**config.mk**
```make
export PLATFORM = sky130hd
export DESIGN_NAME = mul_rsp_collector
export DESIGN_NICKNAME = d
export VERILOG_FILES = /design/src/rtl/mul_pkg.sv /design/src/rtl/rsp_fifo.sv /design/src/rtl/mul_rsp_collector.sv
export SDC_FILE = /design/constraint.sdc
export NUM_CORES = 1
export LEC_CHECK = 0
export ABC_AREA = 0
export CORE_MARGIN = 10
export CORE_UTILIZATION = 45
export DETAILED_ROUTE_END_ITERATION = 7
export PLACE_DENSITY_LB_ADDON = 0.05
export SLEW_MARGIN = 10
export SYNTH_ARGS = -nofsm -noshare
export SYNTH_HDL_FRONTEND = slang
export SYNTH_SLANG_ARGS = --single-unit
```
**constraint.sdc**
```tcl
create_clock -name clk -period 2.81 [get_ports clk]
set_clock_uncertainty 0.2 [all_clocks]
set_input_delay 0.4215 -clock clk [delete_from_list [all_inputs] [get_ports clk]]
set_output_delay 0.4215 -clock clk [all_outputs]
set_load 0.02 [all_outputs]
```
**src/rtl/mul_pkg.sv**
```systemverilog
// Shared types and constants for the mul_top result-side collector.
// Status bit positions follow the {NV,DZ,OF,UF,NX} flag vector produced by mul_top.
package mul_pkg;

    localparam int unsigned STATUS_W = 5;

    localparam int unsigned ST_NV = 4;
    localparam int unsigned ST_DZ = 3;
    localparam int unsigned ST_OF = 2;
    localparam int unsigned ST_UF = 1;
    localparam int unsigned ST_NX = 0;

    localparam int unsigned MUL_EXPO_W = 8;
    localparam int unsigned MUL_MANT_W = 23;
    localparam int unsigned MUL_W      = 1 + MUL_EXPO_W + MUL_MANT_W;

    typedef enum logic [1:0] {
        RND_RNE = 2'd0,
        RND_RTZ = 2'd1,
        RND_RDN = 2'd2,
        RND_RUP = 2'd3
    } rnd_e;

    typedef struct packed {
        logic [MUL_W-1:0]    res;
        logic [STATUS_W-1:0] status;
    } mul_rsp_t;

endpackage

```
**src/rtl/rsp_fifo.sv**
```systemverilog
// Generic first-word-fall-through synchronous FIFO; head is visible on rdata while non-empty.
// Pointers wrap at DEPTH-1 so DEPTH does not have to be a power of two.
module rsp_fifo #(
    parameter int unsigned WIDTH = 37,
    parameter int unsigned DEPTH = 4
) (
    input  logic             clk,
    input  logic             rst_n,
    input  logic             push,
    input  logic [WIDTH-1:0] wdata,
    input  logic             pop,
    output logic [WIDTH-1:0] rdata,
    output logic             full,
    output logic             empty
);

    localparam int unsigned PW = (DEPTH > 1) ? $clog2(DEPTH) : 1;
    localparam int unsigned CW = $clog2(DEPTH + 1);

    logic [WIDTH-1:0] mem [DEPTH];
    logic [PW-1:0]    wr_ptr;
    logic [PW-1:0]    rd_ptr;
    logic [CW-1:0]    cnt;
    logic             do_pop;

    function automatic logic [PW-1:0] ptr_next(input logic [PW-1:0] p);
        return (p == PW'(DEPTH - 1)) ? '0 : p + PW'(1);
    endfunction

    assign empty  = (cnt == '0);
    assign full   = (cnt == CW'(DEPTH));
    assign do_pop = pop && !empty;
    assign rdata  = mem[rd_ptr];

    always_ff @(posedge clk or negedge rst_n) begin
        if (!rst_n) begin
            wr_ptr <= '0;
            rd_ptr <= '0;
            cnt    <= '0;
            for (int unsigned i = 0; i < DEPTH; i++) begin
                mem[i] <= '0;
            end
        end else begin
            if (push) begin
                mem[wr_ptr] <= wdata;
                wr_ptr      <= ptr_next(wr_ptr);
            end
            if (do_pop) begin
                rd_ptr <= ptr_next(rd_ptr);
            end
            case ({push, do_pop})
                2'b10:   cnt <= cnt + CW'(1);
                2'b01:   cnt <= cnt - CW'(1);
                default: cnt <= cnt;
            endcase
        end
    end

endmodule

```
**src/rtl/mul_rsp_collector.sv**
```systemverilog
// Request/response wrapper around a fixed-latency mul_top: registers operands, tracks
// each accepted request through the pipeline, and buffers results in order under credit.
module mul_rsp_collector
    import mul_pkg::*;
#(
    parameter int unsigned EXPO_W = 8,
    parameter int unsigned MANT_W = 23,
    parameter int unsigned LAT    = 3,
    parameter int unsigned DEPTH  = 4,
    localparam int unsigned W     = 1 + EXPO_W + MANT_W,
    localparam int unsigned OCC_W = $clog2(DEPTH + 1)
) (
    input  logic                clk,
    input  logic                rst_n,
    input  logic                req_valid,
    output logic                req_ready,
    input  logic [W-1:0]        req_a,
    input  logic [W-1:0]        req_b,
    input  logic [1:0]          req_rnd,
    output logic [W-1:0]        mul_a,
    output logic [W-1:0]        mul_b,
    output logic [1:0]          mul_rnd,
    input  logic [W-1:0]        mul_res,
    input  logic [STATUS_W-1:0] mul_status,
    output logic                rsp_valid,
    input  logic                rsp_ready,
    output logic [W-1:0]        rsp_res,
    output logic [STATUS_W-1:0] rsp_status,
    output logic [OCC_W-1:0]    occ
);

    typedef struct packed {
        logic [W-1:0]        res;
        logic [STATUS_W-1:0] status;
    } rsp_t;

    logic       accept;
    logic       pop;
    logic       push;
    logic       fifo_full;
    logic       fifo_empty;
    logic [LAT:0] trk;
    rsp_t       push_data;
    rsp_t       head;

    // Credit covers in-flight plus buffered entries, so a push always finds a free slot.
    assign req_ready = (occ < OCC_W'(DEPTH));
    assign accept    = req_valid && req_ready;
    assign rsp_valid = !fifo_empty;
    assign pop       = rsp_valid && rsp_ready;
    assign push      = trk[LAT];

    assign push_data.res    = mul_res;
    assign push_data.status = mul_status;
    assign rsp_res          = head.res;
    assign rsp_status       = head.status;

    always_ff @(posedge clk or negedge rst_n) begin
        if (!rst_n) begin
            mul_a   <= '0;
            mul_b   <= '0;
            mul_rnd <= '0;
        end else if (accept) begin
            mul_a   <= req_a;
            mul_b   <= req_b;
            mul_rnd <= req_rnd;
        end
    end

    always_ff @(posedge clk or negedge rst_n) begin
        if (!rst_n) begin
            trk <= '0;
        end else begin
            trk <= {trk[LAT-1:0], accept};
        end
    end

    always_ff @(posedge clk or negedge rst_n) begin
        if (!rst_n) begin
            occ <= '0;
        end else begin
            case ({accept, pop})
                2'b10:   occ <= occ + OCC_W'(1);
                2'b01:   occ <= occ - OCC_W'(1);
                default: occ <= occ;
            endcase
        end
    end

    rsp_fifo #(
        .WIDTH($bits(rsp_t)),
        .DEPTH(DEPTH)
    ) u_fifo (
        .clk   (clk),
        .rst_n (rst_n),
        .push  (push),
        .wdata (push_data),
        .pop   (pop),
        .rdata (head),
        .full  (fifo_full),
        .empty (fifo_empty)
    );

    a_no_push_when_full: assert property (
        @(posedge clk) disable iff (!rst_n) !(push && fifo_full && !pop)
    ) else $error("mul_rsp_collector: result pushed into full buffer");

endmodule

```
==> results of run 1 <==
[worst paths after layout]
check                                  from        endpoint  slack (ns)  cells after the start
max                        u_fifo.rd_ptr[0]      rsp_res[3]        0.11                      4
max reg2reg                   u_fifo.cnt[0]   u_fifo.cnt[2]        0.65                      8
min in group asynchronous             rst_n  u_fifo.mem[71]        0.29                      2
min                                  trk[1]          trk[2]        0.15                      0
min reg2reg                          trk[1]          trk[2]        0.15                      0
max in group asynchronous             rst_n       mul_b[12]        1.28                      3
[registers in the layout (all words and copies together), names as in the netlist]
register,flops
u_fifo.rd_ptr,2
trk,4
occ,3
mul_b,32
mul_a,32
u_fifo.wr_ptr,2
u_fifo.mem,148
mul_rnd,2
u_fifo.cnt,3
[per-stage QoR]
step,instances,hold WS (ns),worst slack [ns],utilization [%]
after global placement,1034,0.137,0.318,57.7
after global routing,1083,0.164,0.0190,61.8
after detailed placement,1034,0.135,0.315,57.7
final,1084,0.145,0.108,61.8
after floorplan,552,-0.0741,0.726,-
after CTS,1082,0.152,0.00216,61.8
[cell families (layout without fill, tap and decap cells)]
logic type	Yosys count	in the layout	share of synthesized area, %
multiplexers	255	255	34.7
flip-flops	228	228	60.2
buffers and inverters	39	295	2.28
AND/OR/NAND/NOR	13	13	0.818
adder cells (fa/ha/maj)	9	9	1.35
XOR/XNOR	6	6	0.554
AO/OA/AOI/OAI	2	2	0.106
other	0	1	0
[metal layers]
metal  up-vias  wire length, microns  track usage (%)  share of wire (%)
met2       163                 11700             30.1                 51
met4         0                   379             3.66                1.7
met5         -                     0                0                  0
met1      2945                  8670             19.2                 38
li1       2491                     -                -                  -
met3        29                  2030             6.49                8.9
[power by group]
group	internal (mW)	switching [mW]
combinational	4.11	3.41
clock	2.12	1.28
sequential	4.98	0.882
total	11.2	5.58
[cells in the final DEF (no fill, tap or decap), drive strengths merged]
| cell type | instances |
|---|---|
| mux2i | 2 |
| dfrtp | 228 |
| mux4 | 37 |
| ha | 7 |
| inv | 11 |
| bufinv | 3 |
| nand2 | 6 |
| clkdlybuf4s50 | 176 |
| clkinv | 3 |
| and2 | 2 |
| fa | 2 |
| mux2 | 216 |
| or3 | 2 |
| o21ai | 2 |
| clkdlybuf4s15 | 2 |
| clkbuf | 38 |
| clkinvlp | 1 |
| xor2 | 3 |
| dlygate4sd3 | 1 |
| buf | 25 |
| dlygate4sd2 | 35 |
| diode | 1 |
| xnor2 | 3 |
| nor2 | 3 |
[cell type report]
type / instances / area, sq um
well taps: 275 / 344
fillers: 1609 / 7970
inverters: 11 / 41.3
flip-flops and latches: 228 / 5710
clock buffers: 38 / 754
repair buffers: 239 / 2390
clock inverters: 7 / 113
multi-input cells: 285 / 3560
diodes: 1 / 2.50
[repair_timing]
action | 4_1_cts | 5_1_grt
setup endpoints to repair | 37 | 14
endpoints found under the hold margin | 78 | 0
hold buffers | 1 | 0
resized for setup | 39 | 0
setup buffers | 2 | 1
[critical path: cells and delay by family (launching register included)]
kind	cells	cell delay [ns]
flip-flops	1	0.41
buffers and inverters	3	0.66
multiplexers	1	0.51
==> out/results.txt, run 1 <==
status: completed
drc violations: 0
Crit Path Category: reg -> out
first-pass GRT wire length: 36900 microns
Yosys top cell area share: 60.2%
largest area contributor in the synthesized netlist: dfrtp_1
Yosys reg bits: 228
clk slew on worst S/H paths: 0.06 ns
CTS tree: built
Post-Syn Instances: 552
wire length per cell: 21.0 microns
Worst slew margin: 56.3%
final hold viol count: 0
H-tree levels: 1
most frequent cell after synthesis: dfrtp_1
antenna violations before repair: 1
max incr delay on CP: 0.51 ns
Max-cap violations: 0
# setup viols final: 0
remaining antenna violation count: 0
max-slew violations: 0
largest net degree at the start of global routing: 85
top cells by count, synth: dfrtp_1 (228), mux2_2 (214), mux4_2 (37)
GRT overflow: 0
vias in the first global route: 6668
critical path required time: 2.19 ns
PortBufs: 214
Starting Density: 45.4%
Area after DPL: 12100 sq um
Power Dens Cells: 1300 nW/um^2
Leakage: 5.44 nW
vias: 5628
Root Buffer: clkbuf_16
All-Layer GR Usage: 17.0%
CTS Buffer Depth: 3
DRT Pass-1 Iters: 4
sequential share of the synthesized area: 60.2%
placer congestion estimate: 0.758
top_reg_cell synth: dfrtp_1
Hold Path Class: reg -> reg
FMAX: 370 MHz
Synth area leaders: dfrtp_1 (60%), mux2_2 (25%), mux4_2 (8.8%)
fin crit share: 96.1%
# rows: 53
Avg Synthesized Cell Area: 17.2 sq um
HPWL Detailed: 16200 microns
Worst-Margin Slew: 0.655 ns
Tmin final: 2.70 ns
Synth async-reset ratio: 100%
Fin Setup TNS: 0 ns
VDD IR max: 0.000677 V
Mapped Area: 9480 sq um
count of cell types in the netlist: 23
CP arrival: 2.08 ns
Die W: 165 microns
layout cells sized above 1: 40.6%
CP max FO: 14
CTS Sinks: 228
Die ar.: 27300 sq um
io pins: 215
final net count: 906
Layout area overhead: 36.2%
Startpoint Class: flip-flop
CTS buffer count: 25
Clock Latency Late Sink: 0.51 ns
Post-synth EDFFs: 0
Pwr Total: 16.8 mW
post-route design area: 12900 sq um
RSZ-0062 raised after global routing: no
core box area: 20900 sq um
DR iter-0 viols: 201
CP Capture Type: output port
Slowest-stage cell, CP: mux4_2
drt via density: 5.19
Synth Net Count: 668
Post-Route WL: 22800 microns
warnings from Yosys: 0
worst-path cell chain: buf_4 -> buf_12 -> mux4_2 -> dlygate4sd2_1
die height: 165 microns
Power figures use the tool's default switching activity.
==> run 2: changes to the inputs <==
--- a/config.mk
+++ b/config.mk
@@ -6,11 +6,11 @@
 export NUM_CORES = 1
 export LEC_CHECK = 0
 export ABC_AREA = 0
-export CORE_MARGIN = 10
+export CORE_MARGIN = 3
 export CORE_UTILIZATION = 45
+export CTS_CLUSTER_SIZE = 16
 export DETAILED_ROUTE_END_ITERATION = 7
 export PLACE_DENSITY_LB_ADDON = 0.05
-export SLEW_MARGIN = 10
 export SYNTH_ARGS = -nofsm -noshare
 export SYNTH_HDL_FRONTEND = slang
 export SYNTH_SLANG_ARGS = --single-unit
==> run 2 against run 1 <==
  * Non-clock buffer count is 6 lower
  * Largest power group unchanged
  * Power is 0.47% higher
  * Routed wire length is 8.7% lower
  * Clock power is 7.9% higher
==> out/results.txt, run 2 (synthesis results as in run 1) <==
# setup viols final: 0 (unchanged)
busiest layer in global routing: met2
post-route design area: 12900 sq um (about the same)
DRT Pass-1 Iters: 4 (unchanged)
drt via density: 5.16 (-0.66%)
status: completed
hold path depth: 0 (unchanged)
reg-to-reg slack, setup: 0.69 ns (+0.04 ns)
most frequent cells in the layout: dfrtp_1 (226), mux2_2 (214), clkdlybuf4s50_1 (176), mux4_2 (37), dlygate4sd2_1 (37)
core box area: 20500 sq um (-1.9%)
CP max FO: 22 (+8)
grt met1 use: 22.7% (+3.6 points)
layout cells sized above 1: 40.5% (-0.070 points)
Die W: 151 microns (-8.5%)
placer congestion estimate: 0.755 (-0.42%)
All-Layer GR Usage: 18.6% (+1.6 points)
Startpoint Class: flip-flop
Post-Route WL: 20800 microns (-8.7%)
wire length per cell: 19.4 microns (-7.7%)
H-tree levels: 1 (unchanged)
pre-CTS setup slack: 0.418 ns (+0.103 ns)
CTS buffer count: 25 (unchanged)
PortBufs: 214 (unchanged)
smallest setup slack after layout: 0.134 ns (+0.0262 ns)
Most flops, register: u_fifo.mem
Area after DPL: 12000 sq um (-0.45%)
Tmin final: 2.68 ns (-0.0262 ns)
setup bufs post-CTS: 0 (-2)
Pwr Total: 16.9 mW (+0.47%)
fin crit share: 95.2% (-0.93 points)
GRT overflow: 0 (unchanged)
GR Layer Usage met3: 6.01% (-0.48 points)
first-pass GRT wire length: 33500 microns (-9.2%)
FMAX: 374 MHz (+0.98%)
CP Capture Type: output port
Util after Layout: 63.0% (+1.2 points)
HPWL Detailed: 13900 microns (-14%)
Hold Crit Endpoint: trk[1]
# rows: 52 (-1.9%)
Clock Latency Late Sink: 0.50 ns (about the same)
Register Area: 5710 sq um (unchanged)
Worst slew margin: 57.2% (+0.91 points)
Top Registers: u_fifo.mem: 148 flops, mul_a: 32 flops, mul_b: 32 flops
Starting Density: 46.3% (+0.87 points)
final non-filler cell total: 1072 (-1.1%)
worst r2r src: u_fifo.cnt[0]
Worst-Margin Slew: 0.641 ns (-0.0137 ns)
antenna violations before repair: 1 (unchanged)
vias: 5529 (-1.8%)
Leakage: 5.45 nW (about the same)
Root Buffer: clkbuf_16
RSZ-0062 raised after global routing: no
fillers: 1523 (-5.3%)
max FFs per register: 148 (unchanged)
CTS tree: built
Ant. Diodes: 0 (-1)
Crit Path Category: reg -> out
Max-cap violations: 0 (unchanged)
critical path required time: 2.19 ns (about the same)
Layout area overhead: 36.2% (about the same)
Power Dens Cells: 1310 nW/um^2 (+0.52%)
CTS Sinks: 228 (unchanged)
Die ar.: 22900 sq um (-16%)
CP arrival: 2.05 ns (-0.03 ns)
vias in the first global route: 6392 (-4.1%)
DR iter-0 viols: 126 (-37%)
Fin Setup TNS: 0 ns (unchanged)
GR Util met2: 32.2% (+2.1 points)
largest net degree at the start of global routing: 84 (-1.2%)
multi-input logic area: 3560 sq um (unchanged)
commonest non-fill, non-tap cell in the layout: dfrtp_1
max-slew violations: 0 (unchanged)
final hold viol count: 0 (unchanged)
clk slew on worst S/H paths: 0.06 ns (about the same)
drc violations: 0 (unchanged)
dpl cells: 1026 (-0.77%)
final net count: 900 (-0.66%)
final hold slack: 0.144 ns (-0.00128 ns)
Worst R2R End: u_fifo.cnt[2]
Hold Path Class: reg -> reg
CTS Buffer Depth: 3 (unchanged)
hold path start: trk[0]
VDD IR max: 0.000671 V (-0.96%)
die height: 151 microns (-8.5%)
Reg2Reg Depth: 8 (unchanged)
io pins: 215 (unchanged)
remaining antenna violation count: 0 (unchanged)
[run 2: cell types whose count changed in the layout (fill, tap and decap cells not counted)]
cell | before | now
buf_12 | 8 | 6
buf_4 | 16 | 12
bufinv_16 | 3 | 7
clkbuf_1 | 5 | 2
clkbuf_8 | 8 | 5
clkdlybuf4s15_1 | 2 | 0
clkinv_2 | 3 | 6
clkinvlp_4 | 1 | 0
diode_2 | 1 | 0
dlygate4sd2_1 | 35 | 37
[run 2: per-layer routing]
| layer | vias to the layer above | routed length, microns |
|---|---|---|
| li1 | 2472 | - |
| met2 | 171 | 10600 |
| met1 | 2851 | 8160 |
| met3 | 33 | 1670 |
| met5 | - | 13 |
| met4 | 2 | 364 |
[run 2: how the worst max path moves through the flow]
stage / from / endpoint / depth (start not counted)
after floorplan: u_fifo.cnt[0] / u_fifo.cnt[2] / 8
after global placement: u_fifo.rd_ptr[0] / rsp_res[31] / 3
after detailed placement: u_fifo.rd_ptr[0] / rsp_res[31] / 3
after CTS: u_fifo.rd_ptr[0] / rsp_res[21] / 3
after global routing: u_fifo.rd_ptr[0] / rsp_res[21] / 3
final: u_fifo.rd_ptr[0] / rsp_res[21] / 3
[run 2: critical path: stages, from the launching register on]
cell and delay (ns):
dfrtp_2 0.41, buf_12 0.23, mux4_2 0.56, dlygate4sd2_1 0.34
[run 2: power breakdown]
part	leakage [nW]	total [mW]	internal (mW)	switching [mW]
Combinational	2.31	7.35	4.04	3.31
Sequential	2.67	5.84	4.98	0.866
Clock	0.469	3.67	2.40	1.27
Total	5.45	16.9	11.4	5.45
[run 2: final cells by class]
type	count	area share, %
clock buffer	32	5.44
clock inverter	13	1.86
inverter	11	0.320
multi-input combinational	285	27.6
sequential	228	44.2
tap	270	2.62
timing repair buffer	233	18.0
[run 2: what timing repair did]
action,CTS,global route
endpoints found under the setup margin,37,0
hold buffers,1,0
endpoints found under the hold margin,78,0
gates resized for setup,37,0
==> run 3: changes to the inputs <==
==> constraint.sdc (replaced) <==
create_clock -name clk -period 3.12 [get_ports clk]
set_clock_uncertainty 0.2 [all_clocks]
set_input_delay 0.468 -clock clk [delete_from_list [all_inputs] [get_ports clk]]
set_output_delay 0.468 -clock clk [all_outputs]
set_load 0.02 [all_outputs]
==> run 3 against run 2 <==
  * Global-route usage rose by 0.13 points
  * Utilization fell by 0.23 points
  * Via count fell by 0.94%
  * Critical path depth did not move
  * Die area did not move
  * Largest power group unchanged
  * Count of clock-buffer cells in the layout rose by 3
  * Register-to-register slack improved by 0.22 ns
  * Final cell count fell by 0.47%
  * Critical endpoint is now rsp_res[0]
  * Power fell by 9.4%
  * Hold slack improved by 0.0064 ns
  * Combinational power fell by 5.3%
==> out/results.txt, run 3 (synthesis results as in run 1) <==
status: completed
largest net degree at the start of global routing: 94 (+12%)
Die W: 151 microns (unchanged)
RSZ-0062 raised after global routing: no
max incr delay on CP: 0.60 ns (+0.04 ns)
most frequent cells in the layout: dfrtp_1 (226), mux2_2 (214), clkdlybuf4s50_1 (213), mux4_2 (37), clkbuf_16 (27)
die height: 151 microns (unchanged)
clk slew on worst S/H paths: 0.06 ns (about the same)
CTS tree: built
worst r2r src: u_fifo.wr_ptr[0]
CP Capture Type: output port
layout cells sized above 1: 40.0% (-0.50 points)
# rows: 52 (unchanged)
Post-Route WL: 20700 microns (-0.54%)
core box area: 20500 sq um (unchanged)
Die ar.: 22900 sq um (unchanged)
sequential share of power: 34.6% (about the same)
Worst Setup SP: u_fifo.rd_ptr[0]
antenna violations before repair: 0 (-1)
remaining antenna violation count: 0 (unchanged)
Crit Path Category: reg -> out
critical path required time: 2.45 ns (+0.26 ns)
sw frac: 32.5% (+0.15 points)
CP top delay family: buffers and inverters
Tmin final: 3.00 ns
fin crit share: 96.1%
placer congestion estimate: 0.738 (-2.2%)
VDD IR max: 0.000565 V (-16%)
FMAX: 334 MHz
internal power: 10.3 mW (-9.6%)
vias: 5477 (-0.94%)
drt via density: 5.13 (-0.48%)
Most flops, register: u_fifo.mem
All-Layer GR Usage: 18.8% (+0.13 points)
drc violations: 0 (unchanged)
Startpoint Class: flip-flop
Top Registers: u_fifo.mem: 148 flops, mul_a: 32 flops, mul_b: 32 flops
final hold slack: 0.151 ns (+0.00643 ns)
H-tree levels: 1 (unchanged)
Leakage: 5.34 nW (-1.9%)
max-slew violations: 0 (unchanged)
clock share of power: 19.8% (-2.0 points)
critical path depth in cells: 3 (unchanged)
NetSw: 4.96 mW (-8.9%)
crit path to: rsp_res[0]
max FFs per register: 148 (unchanged)
first-pass GRT wire length: 33900 microns (+1.2%)
final hold viol count: 0 (unchanged)
vias in the first global route: 6397 (+0.078%)
Buf/Inv on CP: 2 (unchanged)
Hold Path Class: reg -> reg
PortBufs: 214 (unchanged)
Clock Latency Late Sink: 0.51 ns (about the same)
CP max FO: 15 (-32%)
commonest non-fill, non-tap cell in the layout: dfrtp_1
wire length per cell: 19.4 microns (about the same)
io pins: 215 (unchanged)
CTS buffer count: 26 (+4.0%)
GRT overflow: 0 (unchanged)
combinational cell fraction of total power: 45.6% (+2.0 points)
DR iter-0 viols: 109 (-13%)
Ant. Diodes: 0 (unchanged)
Worst R2R End: u_fifo.mem[137]
Max-cap violations: 0 (unchanged)
Worst slew margin: 54.0% (-3.3 points)
Reg2Reg Depth: 5 (-3)
CP arrival: 2.33 ns (+0.28 ns)
reg-to-reg slack, setup: 0.91 ns (+0.22 ns)
worst-path cell chain: buf_4 -> mux4_2 -> clkdlybuf4s50_1
CTS Buffer Depth: 3 (unchanged)
DRT Pass-1 Iters: 4 (unchanged)
final net count: 894 (-0.67%)
CTS Sinks: 228 (unchanged)
Root Buffer: clkbuf_16
Slowest-stage cell, CP: clkdlybuf4s50_1
fillers: 1503 (-1.3%)
# setup viols final: 0 (unchanged)
Worst-Margin Slew: 0.688 ns (+0.0469 ns)
setup bufs post-CTS: 0 (unchanged)
Starting Density: 46.3% (unchanged)
Fin Setup TNS: 0 ns (unchanged)
Pwr Total: 15.3 mW (-9.4%)
Layout area overhead: 35.7%
Power Dens Cells: 1190 nW/um^2 (-9.0%)
HPWL Detailed: 13700 microns (-1.4%)
## run 3: cell count changes in the layout (fill, tap and decap cells not counted), moves of 2 or more
cell,previous run,this run
clkdlybuf4s50_1,176,213
buf_4,12,3
buf_12,6,8
bufinv_16,7,2
clkinvlp_4,0,2
dlygate4sd2_1,37,0
clkbuf_16,25,27
## run 3: what timing repair did
| action | CTS | global route |
|---|---|---|
| resized for setup | 0 | 1 |
| hold buffers | 1 | 0 |
| hold endpoints to repair | 57 | 0 |
| endpoints found under the setup margin | 0 | 1 |
## run 3: area by class of cell
cell class	instances	area, sq um	area share [%]
sequential	228	5710	44.4
timing repair buffer	226	2340	18.2
inverter	11	41.3	0.321
tap	270	338	2.63
multi-input combinational	285	3560	27.7
clock buffer	35	756	5.87
clock inverter	12	119	0.924
## run 3: worst min path at each step
| stage | start | end | slack [ns] | depth (start not counted) |
|---|---|---|---|---|
| 2_1_floorplan | rst_n | mul_a[0] | -0.03 | 0 |
| 3_3_place_gp | trk[0] | trk[1] | 0.13 | 0 |
| 3_5_place_dp | trk[0] | trk[1] | 0.14 | 0 |
| 4_1_cts | trk[0] | trk[1] | 0.15 | 0 |
| 5_1_grt | trk[0] | trk[1] | 0.16 | 0 |
| 6_report | trk[0] | trk[1] | 0.15 | 0 |
## run 3: metrics by stage
stage | cells | worst slack [ns] | utilization [%] | instance area [sq um]
2_1_floorplan | 552 | 1.04 | - | 9480
3_3_place_gp | 1019 | 0.633 | 58.4 | 12000
3_5_place_dp | 1019 | 0.609 | 58.4 | 12000
4_1_cts | 1067 | 0.0547 | 62.8 | 12900
5_1_grt | 1067 | 0.00120 | 62.8 | 12900
6_report | 1067 | 0.122 | 62.8 | 12900
## run 3: power groups by stage
| stage | Combinational (mW) | Clock (mW) | Sequential, mW |
|---|---|---|---|
| 4_1_cts | 7.10 | 3.13 | 5.29 |
| 6_report | 6.96 | 3.03 | 5.29 |
| 5_1_grt | 7.43 | 3.25 | 5.49 |
| 2_1_floorplan | 3.79 | 0 | 5.63 |
| 3_3_place_gp | 6.89 | 0 | 5.22 |
| 3_5_place_dp | 7.06 | 0 | 5.32 |
## run 3: routing by layer
layer	track usage, %	share of wire (%)	wire length (microns)
met5	0	0	0
met3	6.79	8.3	1710
met2	31.5	50	10300
met4	4.53	1.7	361
met1	23.3	40	8270
## run 3: worst register-to-register path, cell delays in order, from the launching register on
cell	delay, ns
dfrtp_1	0.40
inv_1	0.09
ha_1	0.22
nand2_2	0.51
buf_4	0.33
mux2_2	0.35
